**config.mk**
```make
export PLATFORM = sky130hd
export DESIGN_NAME = kernel_entry_ctrl
export DESIGN_NICKNAME = d
export VERILOG_FILES = /design/src/rtl/kernel_entry_ctrl.sv
export SDC_FILE = /design/constraint.sdc
export NUM_CORES = 1
export LEC_CHECK = 0
export CAP_MARGIN = 20
export CORE_MARGIN = 2
export CORE_UTILIZATION = 30
export DETAILED_ROUTE_END_ITERATION = 10
export SYNTH_ARGS = -nofsm -noshare
export SYNTH_HDL_FRONTEND = slang
export SYNTH_SLANG_ARGS = --single-unit
export TNS_END_PERCENT = 30
```
**constraint.sdc**
```tcl
create_clock -name clock -period 1.7 [get_ports clock]
set_input_delay 0.255 -clock clock [delete_from_list [all_inputs] [get_ports clock]]
set_output_delay 0.255 -clock clock [all_outputs]
set_load 0.005 [all_outputs]
```
**src/rtl/kernel_entry_ctrl.sv**
```systemverilog
// Interrupt entry/exit sequencer: latches pending requests, stalls the core while
// state is saved, vectors to the handler and restores the interrupted context on eret.
module kernel_entry_ctrl #(
  parameter int          NUM_IRQ     = 4,
  parameter logic [15:0] VECTOR_BASE = 16'h0100,
  parameter int          SAVE_CYCLES = 2
) (
  input  logic                       clock,
  input  logic                       reset,
  input  logic [NUM_IRQ-1:0]         irq_req,
  input  logic                       irq_enable,
  input  logic                       instr_boundary,
  input  logic                       eret,
  input  logic [15:0]                pc,
  output logic                       stall,
  output logic                       pc_load,
  output logic [15:0]                pc_target,
  output logic                       in_kernel,
  output logic                       restore,
  output logic [NUM_IRQ-1:0]         irq_ack,
  output logic [$clog2(NUM_IRQ)-1:0] irq_cause
);

  localparam int CW    = $clog2(NUM_IRQ);
  localparam int CNT_W = (SAVE_CYCLES > 1) ? $clog2(SAVE_CYCLES) : 1;
  localparam logic [CNT_W-1:0] CNT_LAST = CNT_W'(SAVE_CYCLES - 1);

  typedef enum logic [2:0] {USER, SAVE, VECTOR, KERNEL, RESTORE} state_t;

  state_t             state_q;
  logic [NUM_IRQ-1:0] pending_q, pending_d;
  logic [NUM_IRQ-1:0] ack;
  logic [15:0]        epc_q;
  logic [CW-1:0]      cause_q;
  logic [CW-1:0]      sel;
  logic [CNT_W-1:0]   cnt_q;
  logic               take_irq;

  // Lowest index wins, so scan from the top down and let lower hits overwrite.
  always_comb begin
    sel = '0;
    for (int i = NUM_IRQ - 1; i >= 0; i--) begin
      if (pending_q[i]) sel = CW'(i);
    end
  end

  always_comb begin
    ack = '0;
    if (state_q == VECTOR) ack[cause_q] = 1'b1;
  end

  // A new request in the ack cycle keeps its bit set.
  assign pending_d = (pending_q & ~ack) | irq_req;
  assign take_irq  = instr_boundary & irq_enable & (|pending_q);

  always_ff @(posedge clock) begin
    if (reset) begin
      state_q   <= USER;
      pending_q <= '0;
      epc_q     <= '0;
      cause_q   <= '0;
      cnt_q     <= '0;
    end else begin
      pending_q <= pending_d;
      case (state_q)
        USER: begin
          if (take_irq) begin
            state_q <= SAVE;
            epc_q   <= pc;
            cause_q <= sel;
            cnt_q   <= '0;
          end
        end
        SAVE: begin
          if (cnt_q == CNT_LAST) begin
            state_q <= VECTOR;
            cnt_q   <= '0;
          end else begin
            cnt_q <= cnt_q + 1'b1;
          end
        end
        VECTOR:  state_q <= KERNEL;
        KERNEL:  if (eret) state_q <= RESTORE;
        RESTORE: state_q <= USER;
        default: state_q <= USER;
      endcase
    end
  end

  assign stall     = (state_q == SAVE) || (state_q == VECTOR) || (state_q == RESTORE);
  assign pc_load   = (state_q == VECTOR) || (state_q == RESTORE);
  assign in_kernel = (state_q == VECTOR) || (state_q == KERNEL) || (state_q == RESTORE);
  assign restore   = (state_q == RESTORE);
  assign irq_ack   = ack;
  assign irq_cause = (state_q == USER) ? '0 : cause_q;

  always_comb begin
    case (state_q)
      VECTOR:  pc_target = VECTOR_BASE + (16'(cause_q) << 2);
      RESTORE: pc_target = epc_q;
      default: pc_target = '0;
    endcase
  end

endmodule

```
==> impl_metrics.xml <==
<?xml version="1.0" encoding="UTF-8"?>
<metrics>
  <group name="placement">
    <metric name="dp_hpwl" unit="µm">2670</metric>
    <metric name="place_area" unit="mm²">0.00201</metric>
    <metric name="place.gp.congestion" unit="">0.714</metric>
    <metric name="place.detailed.instances" unit="">275</metric>
    <metric name="port_buffers" unit="">50</metric>
  </group>
  <group name="sta">
    <metric name="final_period_minus_worst_setup_slack" unit="ps">1890</metric>
    <metric name="timing_hold_violations_final" unit="">0</metric>
    <metric name="tightest_slew_margin_relative_to_the_limit" unit="%">68.0</metric>
    <metric name="report.final.slew_viol_count" unit="">0</metric>
    <metric name="postLayoutSetupSlackWorst" unit="ps">-186</metric>
    <metric name="max_slew.worst_pin.slew" unit="ps">479</metric>
    <metric name="smallest_hold_slack" unit="ps">470</metric>
    <metric name="finalClockSkew" unit="ps">4.59</metric>
    <metric name="timing.final.crit_share" unit="%">111</metric>
    <metric name="timing.fmax" unit="MHz">530</metric>
    <metric name="setup_violations" unit="">2</metric>
    <metric name="rsz0062_at_grt" unit="">yes</metric>
  </group>
  <group name="worst_setup_path">
    <metric name="path_delay_family" unit="">simple AND/OR/NAND/NOR gates</metric>
    <metric name="path_class" unit="">flip-flop to output port</metric>
    <metric name="cell_repeated_most_along_the_worst_path" unit="">sky130_fd_sc_hd__buf_6</metric>
    <metric name="cp_slowest_cell" unit="">sky130_fd_sc_hd__or3_4</metric>
    <metric name="critPathBufInv" unit="">3</metric>
    <metric name="worst_setup_path_start_kind" unit="">flip-flop</metric>
    <metric name="worst_ep_arrival_time" unit="ps">1630</metric>
    <metric name="worst-path-max-fanout" unit="">6</metric>
    <metric name="critical-path-max-stage-delay" unit="ps">360</metric>
    <metric name="setup.worst_path.end_class" unit="">output port</metric>
    <metric name="series_of_cell_instances_along_the_critical_path" unit="">buf_6, buf_6, or3_4, and2_1, dlygate4sd2_1</metric>
    <metric name="cp.required" unit="ps">1440</metric>
  </group>
  <group name="floorplanning">
    <metric name="die_h" unit="µm">71.1</metric>
    <metric name="pin_count" unit="">51</metric>
    <metric name="placeableCoreArea" unit="mm²">0.00435</metric>
    <metric name="initial_core_util" unit="%">31.0</metric>
    <metric name="std_cell_rows" unit="">24</metric>
    <metric name="fp.dieW" unit="µm">71.1</metric>
    <metric name="dieArea" unit="mm²">0.00506</metric>
  </group>
  <group name="logic_synthesis">
    <metric name="syn_nets" unit="">194</metric>
    <metric name="postSynth.asyncResetShare" unit="%">0</metric>
    <metric name="synthTopCellsByArea" unit="">sky130_fd_sc_hd__dfxtp_1 (39%), sky130_fd_sc_hd__o31ai_1 (11%), sky130_fd_sc_hd__a21oi_1 (8.5%), sky130_fd_sc_hd__nand4_1 (7.4%), sky130_fd_sc_hd__and2_1 (6.9%)</metric>
    <metric name="post-synth-top-area-fraction" unit="%">38.5</metric>
    <metric name="cell_type_with_the_highest_aggregate_area_in_the_netlist" unit="">sky130_fd_sc_hd__dfxtp_1</metric>
    <metric name="synth.most_common_cell" unit="">sky130_fd_sc_hd__dfxtp_1</metric>
    <metric name="synthesis.area" unit="mm²">0.00135</metric>
    <metric name="syn_area_per_cell" unit="µm²">8.00</metric>
    <metric name="synth-main-ff-cell" unit="">sky130_fd_sc_hd__dfxtp_1</metric>
    <metric name="synth_cell_types" unit="">28</metric>
    <metric name="synth.cells.most_frequent" unit="">sky130_fd_sc_hd__dfxtp_1 (26), sky130_fd_sc_hd__a21oi_1 (23), sky130_fd_sc_hd__o31ai_1 (19)</metric>
    <metric name="synth-seq-area-share" unit="%">38.5</metric>
    <metric name="synth-seq-cells" unit="">26</metric>
    <metric name="count_of_flip_flops_with_a_built_in_enable_after_synthesis" unit="">0</metric>
    <metric name="synthesis.instances" unit="">169</metric>
    <metric name="total_of_warnings_raised_by_yosys" unit="">0</metric>
  </group>
  <group name="grt">
    <metric name="antenna_found_initial" unit="">0</metric>
    <metric name="gr-usage-all-layers" unit="%">15.9</metric>
    <metric name="globalRouteOverflowTotal" unit="">0</metric>
    <metric name="met3_usage" unit="%">2.85</metric>
    <metric name="grt.met2_usage" unit="%">25.4</metric>
    <metric name="global_route.peak_usage_layer" unit="">met2</metric>
    <metric name="vias_in_the_first_global_route" unit="">1341</metric>
    <metric name="gr-usage-met1" unit="%">22.2</metric>
    <metric name="grt_first_pass_wirelength" unit="µm">6420</metric>
    <metric name="largest_net_degree_at_the_start_of_global_routing" unit="">20</metric>
  </group>
  <group name="clock_network">
    <metric name="cts_inserted_buffers" unit="">3</metric>
    <metric name="path_clk_slew" unit="ps">90</metric>
    <metric name="h-tree-depth" unit="">1</metric>
    <metric name="cts.sink_count" unit="">26</metric>
    <metric name="clock_insertion_delay_worst_skew" unit="ps">270</metric>
    <metric name="tritoncts" unit="">done</metric>
    <metric name="clock-root-buffer" unit="">sky130_fd_sc_hd__clkbuf_8</metric>
    <metric name="cts_buffer_depth" unit="">2</metric>
  </group>
  <group name="layout">
    <metric name="insertedDiodeCount" unit="">0</metric>
    <metric name="post_layout_nonfiller_instances" unit="">286</metric>
    <metric name="layout-drive-gt1-share" unit="%">28.6</metric>
    <metric name="finish.net_count" unit="">260</metric>
    <metric name="fin_util" unit="%">49.6</metric>
    <metric name="area_growth" unit="%">59.7</metric>
    <metric name="cell_area_after_layout" unit="mm²">0.00216</metric>
    <metric name="fillCellCount" unit="">426</metric>
  </group>
  <group name="route">
    <metric name="route.detailed.vias_per_inst" unit="">5.11</metric>
    <metric name="firstDrtPassIters" unit="">6</metric>
    <metric name="drtAntennaViolNets" unit="">0</metric>
    <metric name="drt_iter0_drc" unit="">44</metric>
    <metric name="num_vias" unit="">1462</metric>
    <metric name="detail_route.wl_per_cell" unit="µm">14.1</metric>
    <metric name="drc_errors" unit="">0</metric>
    <metric name="drt_total_wl" unit="µm">4030</metric>
  </group>
  <group name="pwr">
    <metric name="pwr_density_cell" unit="mW/mm²">690</metric>
    <metric name="cellLeakagePower" unit="nW">0.923</metric>
    <metric name="ir_drop" unit="µV">314</metric>
    <metric name="total_power" unit="mW">1.49</metric>
  </group>
  <group name="hold_path">
    <metric name="worstHoldPathType" unit="">flip-flop to flip-flop</metric>
  </group>
  <group name="job">
    <metric name="drv_cap" unit="">0</metric>
  </group>
  <group name="outcome">
    <metric name="outcome" unit="">finished, violations left</metric>
    <metric name="violations_in_the_final_reports" unit="">negative setup slack</metric>
  </group>
</metrics>
## routing by layer
layer,routed length (µm),up-vias
met1,1930,679
li1,-,742
met5,0,-
met2,1890,39
met3,190,2
met4,18,0
## report_power, final
part / switching (mW) / internal (mW) / total, mW
Sequential: 0.0208 / 0.643 / 0.664
Clock: 0.204 / 0.315 / 0.519
Combinational: 0.155 / 0.152 / 0.307
## flip-flops by register name, summed over array words and instances, names as in the netlist
register	flops
state_q	3
epc_q	16
pending_q	4
cnt_q	1
cause_q	2
## placed cells by master (no fill, tap or decap), types with 3 or more instances in the layout
cell type / n
sky130_fd_sc_hd__buf_4: 20
sky130_fd_sc_hd__nand2_1: 9
sky130_fd_sc_hd__nand4_1: 16
sky130_fd_sc_hd__o31ai_2: 4
sky130_fd_sc_hd__and2_1: 12
sky130_fd_sc_hd__and2_4: 3
sky130_fd_sc_hd__buf_2: 12
sky130_fd_sc_hd__o31ai_1: 15
sky130_fd_sc_hd__clkdlybuf4s50_1: 25
sky130_fd_sc_hd__clkdlybuf4s15_1: 6
sky130_fd_sc_hd__nand2b_1: 3
sky130_fd_sc_hd__nor3_1: 3
sky130_fd_sc_hd__dfxtp_1: 24
sky130_fd_sc_hd__a21oi_1: 23
sky130_fd_sc_hd__nor2_1: 7
sky130_fd_sc_hd__inv_1: 6
sky130_fd_sc_hd__buf_6: 8
sky130_fd_sc_hd__o21ai_0: 6
sky130_fd_sc_hd__clkbuf_8: 3
## tightest hold or removal path: stages, from the launching register on
cell,delay (ps)
sky130_fd_sc_hd__dfxtp_1,310
sky130_fd_sc_hd__o31ai_1,60
sky130_fd_sc_hd__a21oi_1,60
## timing repair
action                                  in CTS  in global routing
cloned                                       1                  0
setup buffers                                5                  2
gates resized for setup                     74                 27
hold buffers                                 0                  0
pin swaps                                    1                  2
endpoints found under the setup margin      26                 33
## cells by family (layout without fill, tap and decap cells)
logic type | count (synthesis) | in the layout | share of synthesized area (%)
AND/OR/NAND/NOR | 65 | 65 | 28.2
buffers and inverters | 24 | 89 | 7.78
flip-flops | 26 | 26 | 38.5
AO/OA/AOI/OAI | 52 | 52 | 24.1
multiplexers | 1 | 1 | 0.741
XOR/XNOR | 1 | 1 | 0.648
## layout make-up
cell class	instances	area [µm²]	area share, %
Multi-Input combinational cell	119	790	36.6
Timing Repair Buffer	78	683	31.7
Sequential cell	26	523	24.2
Tap cell	52	65.1	3.01
Clock buffer	3	41.3	1.91
Clock inverter	1	30.0	1.39
Inverter	7	26.3	1.22
## worst paths after layout
path                                           endpoint  cells after the start  slack [ps]                    start
worst max-delay path                       irq_cause[1]                      5        -190  state_q[1]$_SDFFE_PP0P_
worst min-delay path              epc_q[7]$_SDFFE_PP0P_                      2         470    epc_q[7]$_SDFFE_PP0P_
worst max register to register  cause_q[1]$_SDFFE_PP0P_                      6          60  state_q[1]$_SDFFE_PP0P_
worst min register to register    epc_q[7]$_SDFFE_PP0P_                      2         470    epc_q[7]$_SDFFE_PP0P_
## per-stage QoR
step	setup WS (ps)	TNS [ps]
global placement	-99.0	-482
CTS	-215	-797
finish	-186	-273
global route	-228	-616
floorplan	197	0
detailed placement	-97.4	-646
(Power assumes the default switching activity.)
